File: src/rtl/mul_div_unit.sv
// Purpose : iterative 32-bit multiply/divide unit. Shift-add multiply and restoring
//           divide, one bit per cycle. Results feed the register bank LO/HI write path.
// Latency : 33 cycles from the accepting edge to done; 1 cycle for divide-by-zero.
// Backpressure: none. start is sampled only in IDLE. A start while busy is dropped, not queued.
//
// Ports:
//   clk, rst     rising-edge clock, synchronous active-high reset
//   start, op    request; op = 00 MULT, 01 MULTU, 10 DIV, 11 DIVU
//   a, b         multiplicand/dividend and multiplier/divisor (sampled on accept)
//   busy, done   operation in flight; one-cycle completion pulse
//   lo, hi       product low/high word, or quotient/remainder (held between dones)
//   dz           divide-by-zero flag, valid with done, held until next accept
module mul_div_unit #(
  parameter int WIDTH = 32
) (
  input  logic             clk,
  input  logic             rst,
  input  logic             start,
  input  logic [1:0]       op,
  input  logic [WIDTH-1:0] a,
  input  logic [WIDTH-1:0] b,
  output logic             busy,
  output logic             done,
  output logic [WIDTH-1:0] lo,
  output logic [WIDTH-1:0] hi,
  output logic             dz
);

  localparam int CW = $clog2(WIDTH);

  typedef enum logic [1:0] {
    IDLE = 2'd0,
    RUN  = 2'd1,
    FIX  = 2'd2
  } state_t;

  state_t               state_q, state_d;
  logic                 div_q, div_d;        // 1: divide, 0: multiply
  logic                 zdiv_q, zdiv_d;      // zero-divisor path pending in FIX
  logic                 neg_lo_q, neg_lo_d;  // negate product / quotient
  logic                 neg_hi_q, neg_hi_d;  // negate remainder (dividend sign)
  logic [WIDTH-1:0]     opnd_q, opnd_d;      // multiplicand magnitude or divisor magnitude
  // Multiply: {carry, hi, lo/multiplier}. Divide: {remainder (33b), quotient/dividend}.
  logic [2*WIDTH:0]     acc_q, acc_d;
  logic [CW-1:0]        cnt_q, cnt_d;
  logic                 done_q, done_d;
  logic                 dz_q, dz_d;
  logic [WIDTH-1:0]     lo_q, lo_d;
  logic [WIDTH-1:0]     hi_q, hi_d;

  // Combinational temporaries
  logic                 a_neg, b_neg;
  logic [WIDTH-1:0]     mag_a, mag_b;
  logic [WIDTH:0]       sum;
  logic [WIDTH:0]       shifted;
  logic [WIDTH:0]       diff;
  logic [2*WIDTH-1:0]   prod;
  logic [WIDTH-1:0]     quo, rem;

  always_ff @(posedge clk) begin
    if (rst) begin
      state_q  <= IDLE;
      div_q    <= 1'b0;
      zdiv_q   <= 1'b0;
      neg_lo_q <= 1'b0;
      neg_hi_q <= 1'b0;
      opnd_q   <= '0;
      acc_q    <= '0;
      cnt_q    <= '0;
      done_q   <= 1'b0;
      dz_q     <= 1'b0;
      lo_q     <= '0;
      hi_q     <= '0;
    end else begin
      state_q  <= state_d;
      div_q    <= div_d;
      zdiv_q   <= zdiv_d;
      neg_lo_q <= neg_lo_d;
      neg_hi_q <= neg_hi_d;
      opnd_q   <= opnd_d;
      acc_q    <= acc_d;
      cnt_q    <= cnt_d;
      done_q   <= done_d;
      dz_q     <= dz_d;
      lo_q     <= lo_d;
      hi_q     <= hi_d;
    end
  end

  always_comb begin
    state_d  = state_q;
    div_d    = div_q;
    zdiv_d   = zdiv_q;
    neg_lo_d = neg_lo_q;
    neg_hi_d = neg_hi_q;
    opnd_d   = opnd_q;
    acc_d    = acc_q;
    cnt_d    = cnt_q;
    done_d   = 1'b0;
    dz_d     = dz_q;
    lo_d     = lo_q;
    hi_d     = hi_q;

    // op[0]=0 selects the signed variants
    a_neg    = ~op[0] & a[WIDTH-1];
    b_neg    = ~op[0] & b[WIDTH-1];
    mag_a    = a_neg ? -a : a;
    mag_b    = b_neg ? -b : b;
    sum      = '0;
    shifted  = '0;
    diff     = '0;
    prod     = '0;
    quo      = '0;
    rem      = '0;

    case (state_q)
      IDLE: begin
        if (start) begin
          div_d    = op[1];
          neg_lo_d = a_neg ^ b_neg;
          neg_hi_d = a_neg;
          cnt_d    = '0;
          dz_d     = 1'b0;
          zdiv_d   = 1'b0;
          if (op[1]) begin
            opnd_d = mag_b;
            acc_d  = {{(WIDTH+1){1'b0}}, mag_a};
            if (b == '0) begin
              // Keep the raw dividend; it is returned unmodified in hi.
              zdiv_d  = 1'b1;
              acc_d   = {{(WIDTH+1){1'b0}}, a};
              state_d = FIX;
            end else begin
              state_d = RUN;
            end
          end else begin
            opnd_d  = mag_a;
            acc_d   = {{(WIDTH+1){1'b0}}, mag_b};
            state_d = RUN;
          end
        end
      end

      RUN: begin
        if (div_q) begin
          // Bring the next dividend bit into the remainder, then trial-subtract.
          // The remainder stays below the divisor, so its top acc bit is always zero.
          shifted = {acc_q[2*WIDTH-1:WIDTH], acc_q[WIDTH-1]};
          diff    = shifted - {1'b0, opnd_q};
          if (!diff[WIDTH]) begin
            acc_d = {diff, acc_q[WIDTH-2:0], 1'b1};
          end else begin
            acc_d = {shifted, acc_q[WIDTH-2:0], 1'b0};
          end
        end else begin
          // Add into the upper half keeping the carry, then shift the carry down.
          sum   = acc_q[2*WIDTH:WIDTH] + (acc_q[0] ? {1'b0, opnd_q} : {(WIDTH+1){1'b0}});
          acc_d = {1'b0, sum, acc_q[WIDTH-1:1]};
        end
        cnt_d = cnt_q + 1'b1;
        if (cnt_q == CW'(WIDTH-1)) begin
          state_d = FIX;
        end
      end

      FIX: begin
        if (zdiv_q) begin
          lo_d = '1;
          hi_d = acc_q[WIDTH-1:0];
          dz_d = 1'b1;
        end else if (div_q) begin
          quo  = acc_q[WIDTH-1:0];
          rem  = acc_q[2*WIDTH-1:WIDTH];
          lo_d = neg_lo_q ? -quo : quo;
          hi_d = neg_hi_q ? -rem : rem;
        end else begin
          prod = acc_q[2*WIDTH-1:0];
          if (neg_lo_q) begin
            prod = -prod;
          end
          lo_d = prod[WIDTH-1:0];
          hi_d = prod[2*WIDTH-1:WIDTH];
        end
        zdiv_d  = 1'b0;
        done_d  = 1'b1;
        state_d = IDLE;
      end

      default: begin
        state_d = IDLE;
      end
    endcase
  end

  assign busy = (state_q != IDLE);
  assign done = done_q;
  assign lo   = lo_q;
  assign hi   = hi_q;
  assign dz   = dz_q;

endmodule

File: config.mk
export PLATFORM = sky130hd
export DESIGN_NAME = mul_div_unit
export DESIGN_NICKNAME = d
export VERILOG_FILES = /design/src/rtl/mul_div_unit.sv
export SDC_FILE = /design/constraint.sdc
export NUM_CORES = 1
export LEC_CHECK = 0
export CAP_MARGIN = 0
export CORE_AREA = 2 2 165 328
export DETAILED_ROUTE_END_ITERATION = 16
export DIE_AREA = 0 0 167 330
export DONT_BUFFER_PORTS = 1
export HOLD_SLACK_MARGIN = 0.12
export SLEW_MARGIN = 40
export SYNTH_ARGS = -nofsm -noshare
export SYNTH_HDL_FRONTEND = slang
export SYNTH_SLANG_ARGS = --single-unit
File: constraint.sdc
create_clock -name clk -period 5.1 [get_ports clk]
set_input_delay 0.765 -clock clk [delete_from_list [all_inputs] [get_ports clk]]
set_output_delay 0.765 -clock clk [all_outputs]
set_load 0.01 [all_outputs]
* After elaboration in Yosys (flattened, before gate mapping)
Cells that the tools add are included.
Cells by class: add/subtract/negate cells 8, $mul 0, divide/modulo/power cells 0, order comparisons 0, equal/unequal tests 6, shifts and indexed selects 0, muxes and demuxes 32, bitwise gates (word level) 4, reductions and logical operators 10
Operator list (number):
- $mux W32 | 11
- $mux W65 | 4
- $pmux W65 S2 | 1
- $neg A32 Y32 | 4
- $mux W64 | 1
- $neg A64 Y64 | 1
- $add A33 B32 Y33 | 1
- $sub A33 B32 Y33 | 1
- $logic_not A32 Y1 | 1
- $pmux W5 S2 | 1
- $mux W2 | 4
- $reduce_and A2 Y1 | 4
- $mux W1 | 6
- $ne A2 B2 Y1 const B | 3
- $reduce_bool A2 Y1 | 3
- $add A5 B1 Y5 const B | 1
- $eq A5 B5 Y1 const B | 1
- $mux W5 | 1
- $pmux W1 S2 | 2
- $pmux W2 S2 | 1
- $reduce_and A3 Y1 | 1
- $and A1 B1 Y1 | 2
- $eq A2 B1 Y1 const B | 1
- $eq A2 B2 Y1 const B | 1
- other kinds (3) | 3
Storage, ports and cells: register bits 174, bits in latches 0, RAM bits 0, bits in read-only memories 0, bits of input ports 69, output and inout bits 67, logic and storage cells 72, memories 0

* Logic depth before layout (Yosys ltp)
depth in word-level cells 7, depth in mapped cells 21, depth with buffers taken out 19

* Worst setup path after synthesis
OpenSTA, ideal clock, no wires.
path kind register to register, start point register acc_q[42], end point register acc_q[34], setup time 0.132 ns, arrival time 4.054 ns, required time 4.968 ns, setup slack 0.913 ns, cell stages (with the launch flop) 18, buffers on the path 3, period minus slack after synthesis 4.187 ns, path through dfxtp_1 > ha_1 > a21o_1 > o21bai_1 > a21o_1 > a221o_1 > a32o_1 > a31o_2 > o21a_1 > o211ai_1 > nand2_1 > ha_1 > clkbuf_1 > clkbuf_1 > buf_1 > o21ai_0 > o211ai_1 > a21oi_1
Between the ends: cells in the longest elaborated chain, start to end 4
RTL lines:
- start, declared | RTL line 44 | logic [2*WIDTH:0] acc_q, acc_d;
- start signal, assigned | RTL line 68 | acc_q <= '0;
- start signal, assigned | RTL line 81 | acc_q <= acc_d;
- $sub A33 B32 Y33 | RTL line 149 | diff = shifted - {1'b0, opnd_q};
- $mux W65 | RTL line 150 | if (!diff[WIDTH]) begin
- $mux W65 | RTL line 145 | if (div_q) begin
- $pmux W65 S2 | RTL line 116 | case (state_q)
No other way between the ends. A chain may end at the register's enable or synchronous reset.

* Worst setup path after layout
start point register acc_q[33], end point register acc_q[54]
Between the ends: cells in the longest elaborated chain, start to end 4, elaborated cells on any way between the ends 5, classes of those cells add/sub: 2; mux: 3
RTL lines (RTL line):
- $sub A33 B32 Y33 | 149
- $mux W65 | 150
- $mux W65 * | 145
- $pmux W65 S2 * | 116
Mark *: on every way between the ends. The rest lies on a longest branch, timed or not.

==> key figures <==
STA
  – Post-route setup slack: 0.362 ns
  – Tmin final: 4.74 ns
  – RSZ-0062 raised after global routing: no
  – Final period util: 92.9%
  – Hold Vio Cnt, Final: 0
  – Fmax: 211 MHz
  – Setup TNS: 0 ns
  – Setup Skew: 0.0114 ns
  – Slew HR: 41.0%
  – Worst hold slack: 0.377 ns
  – Final setup viols: 0
  – Slew Viols, Final: 0
  – Worst-Margin Slew: 0.880 ns

Clocking
  – Clock root cell: clkbuf_16
  – Worst-skew pair later-pin latency: 0.47 ns
  – TritonCTS Buffers: 17
  – CTS Hold Buffers Added: 0
  – Clock sinks: 174
  – # H-tree levels: 4
  – Clock-pin slew on the worst setup and hold paths: 0.08 ns
  – CTS tree: built
  – Postcts setup bufs: 0
  – Maximum root-to-sink buffer count: 2
  – Number of gates resized after cts: 0

Synth
  – Synth cell types: 83
  – FFs w/ async S/R, synth: 0%
  – Most common cell in the netlist: nand2_1
  – Syn nets: 2137
  – Top cell type's share of synthesized area: 23.9%
  – Syn Area/Cell: 7.31 sq um
  – Synth Instances: 1995
  – Synth top cells by count: nand2_1 (207), a21oi_1 (205), nor2_1 (181), o21ai_0 (175), dfxtp_1 (174)
  – Primary FF master, synth: dfxtp_1
  – Number of synthesized register bits: 174
  – Synth Warn #: 0
  – Top area cells in the synthesized netlist: dfxtp_1 (24%), a21oi_1 (7.0%), ha_1 (6.1%)
  – Seq/Total Area, Yosys: 23.9%
  – Mapped Area: 0.0146 sq mm
  – Top cell type by total area after synthesis: dfxtp_1
  – EDFF count, synth: 0

Detailed routing
  – Vias per cell: 6.03
  – Post-Route WL: 69300 microns
  – First-pass DRT Iterations: 6
  – 1st-iter DRT viols: 1395
  – Routed vias: 15733
  – Residual DRC count: 0
  – Detail Route Antenna Nets: 0
  – Avg WL per Cell: 26.6 microns

Placed design
  – Post-DP Area: 0.0153 sq mm
  – Pre-CTS setup slack: 0.483 ns
  – Hpwl dp: 53100 microns
  – GPL Wtd Cong: 1.06
  – Port bufs: 0
  – DP Cell Count: 2577

Worst setup path
  – Critical path's largest stage delay: 0.53 ns
  – CP Capture Type: flip-flop
  – CP required: 5.47 ns
  – Worst path slowest cell: ha_1
  – Crit Path Category: reg -> reg
  – Worst path arrival time: 5.11 ns
  – Crit Path Max Fanout: 13
  – Startpoint types: flip-flop
  – Crit path cell chain: ha_1 -> nor2b_1 -> o2111ai_1 -> a31oi_1 -> a221o_1 -> a32o_1 -> a31o_2 -> o21a_1 -> o211ai_1 -> nand2_1 -> ha_1 -> inv_1 -> nand2_1 -> nor2_1 -> a221o_1 -> a21oi_1 -> nor2_1

Floorplan
  – Starting density of the core: 27.8%
  – I/O pin cnt: 136
  – Full die area: 0.0551 sq mm
  – Num rows: 119
  – Core footprint: 0.0526 sq mm
  – Die X: 167 microns
  – Die H: 330 microns

GRT
  – M1 GR Usage: 22.6%
  – Number of global-route vias before repair: 15333
  – M2 GR Usage: 43.2%
  – GR peak layer: met2
  – First-pass GRT wire length: 99400 microns
  – Total GRT Usage: 24.4%
  – Largest net degree at the start of global routing: 93
  – Initial antenna violation count: 0
  – GR Overflow Total: 0
  – GR Util met3: 5.78%

Cells and area
  – Fin area: 0.0159 sq mm
  – Synth-to-layout area growth: 9.12%
  – Nets: 2074
  – Finished Layout Cells: 2611
  – Fin util: 30.3%
  – Fraction of layout cells with a size suffix above 1: 6.48%

Power
  – Pleak: 6.09 nW
  – Pwr Total: 4.18 mW
  – Worst VDD drop: 0.224 mV
  – Power Density: 263 mW/mm^2

Run
  – Total of max-cap violations: 0

Min path
  – Worst Hold Class: in -> reg

Outcome
  – Status: complete, no violations
==> flip-flops by register name, indices dropped and copies added, names as in the netlist <==
| name | count |
|---|---|
| neg_lo_q | 1 |
| acc_q | 65 |
| hi | 32 |
| dz | 1 |
| opnd_q | 32 |
| neg_hi_q | 1 |
| state_q | 2 |
| done | 1 |
| cnt_q | 5 |
| lo | 32 |
| div_q | 1 |
| zdiv_q | 1 |
==> layout make-up <==
cell class / count / area, sq um
Fill cell: 5636 / 36600
Multi-Input combinational cell: 1619 / 10300
Antenna cell: 1 / 2.50
Sequential cell: 174 / 3490
Inverter: 68 / 255
Clock inverter: 15 / 189
Tap cell: 665 / 832
Clock buffer: 17 / 425
Timing Repair Buffer: 52 / 398
==> kinds of logic after synthesis <==
kind of cell,count (synthesis),synth area share [%]
AO/OA/AOI/OAI,675,29.0
multiplexers,54,3.73
buffers and inverters,202,5.64
AND/OR/NAND/NOR,629,20.1
adder cells (fa/ha/maj),73,6.36
XOR/XNOR,188,11.3
flip-flops,174,23.9
==> routing by layer <==
metal / up-vias / part of all wire (%)
li1: 7099 / -
met1: 7502 / 31
met2: 839 / 50
met3: 293 / 7.7
met4: 0 / 11
met5: - / 0
==> layout by cell type (no fill, tap or decap), types with 36 or more instances in the layout <==
cell / count
nand2_1: 207
a21oi_1: 205
nor2_1: 175
o21ai_0: 174
dfxtp_1: 173
xnor2_1: 98
xor2_1: 90
ha_1: 71
inv_1: 65
mux2i_1: 51
nor3_1: 50
buf_4: 50
o211ai_1: 39
nand3_1: 36
==> worst paths after layout <==
kind	startpoint	to	slack, ns	cells past startpoint
setup / recovery	acc_q[33]	acc_q[54]	0.36	17
setup reg to reg	acc_q[33]	acc_q[54]	0.36	17
hold / removal	rst	lo[30]	0.38	1
hold reg to reg	opnd_q[13]	opnd_q[13]	0.46	2
==> worst max-delay path: cells and delay by family (launching register included) <==
family | cells | cell delay (ns)
AO/OA/AOI/OAI | 9 | 2.32
adder cells (fa/ha/maj) | 2 | 0.87
AND/OR/NAND/NOR | 5 | 0.59
flip-flops | 1 | 0.50
buffers and inverters | 1 | 0.35
==> power by group <==
part / switching [mW] / internal, mW / leakage (nW)
Combinational: 0.777 / 0.436 / 4.37
Sequential: 0.131 / 1.41 / 1.42
Clock: 0.710 / 0.711 / 0.302
Total: 1.62 / 2.56 / 6.09
Power figures use the tool's default switching activity.
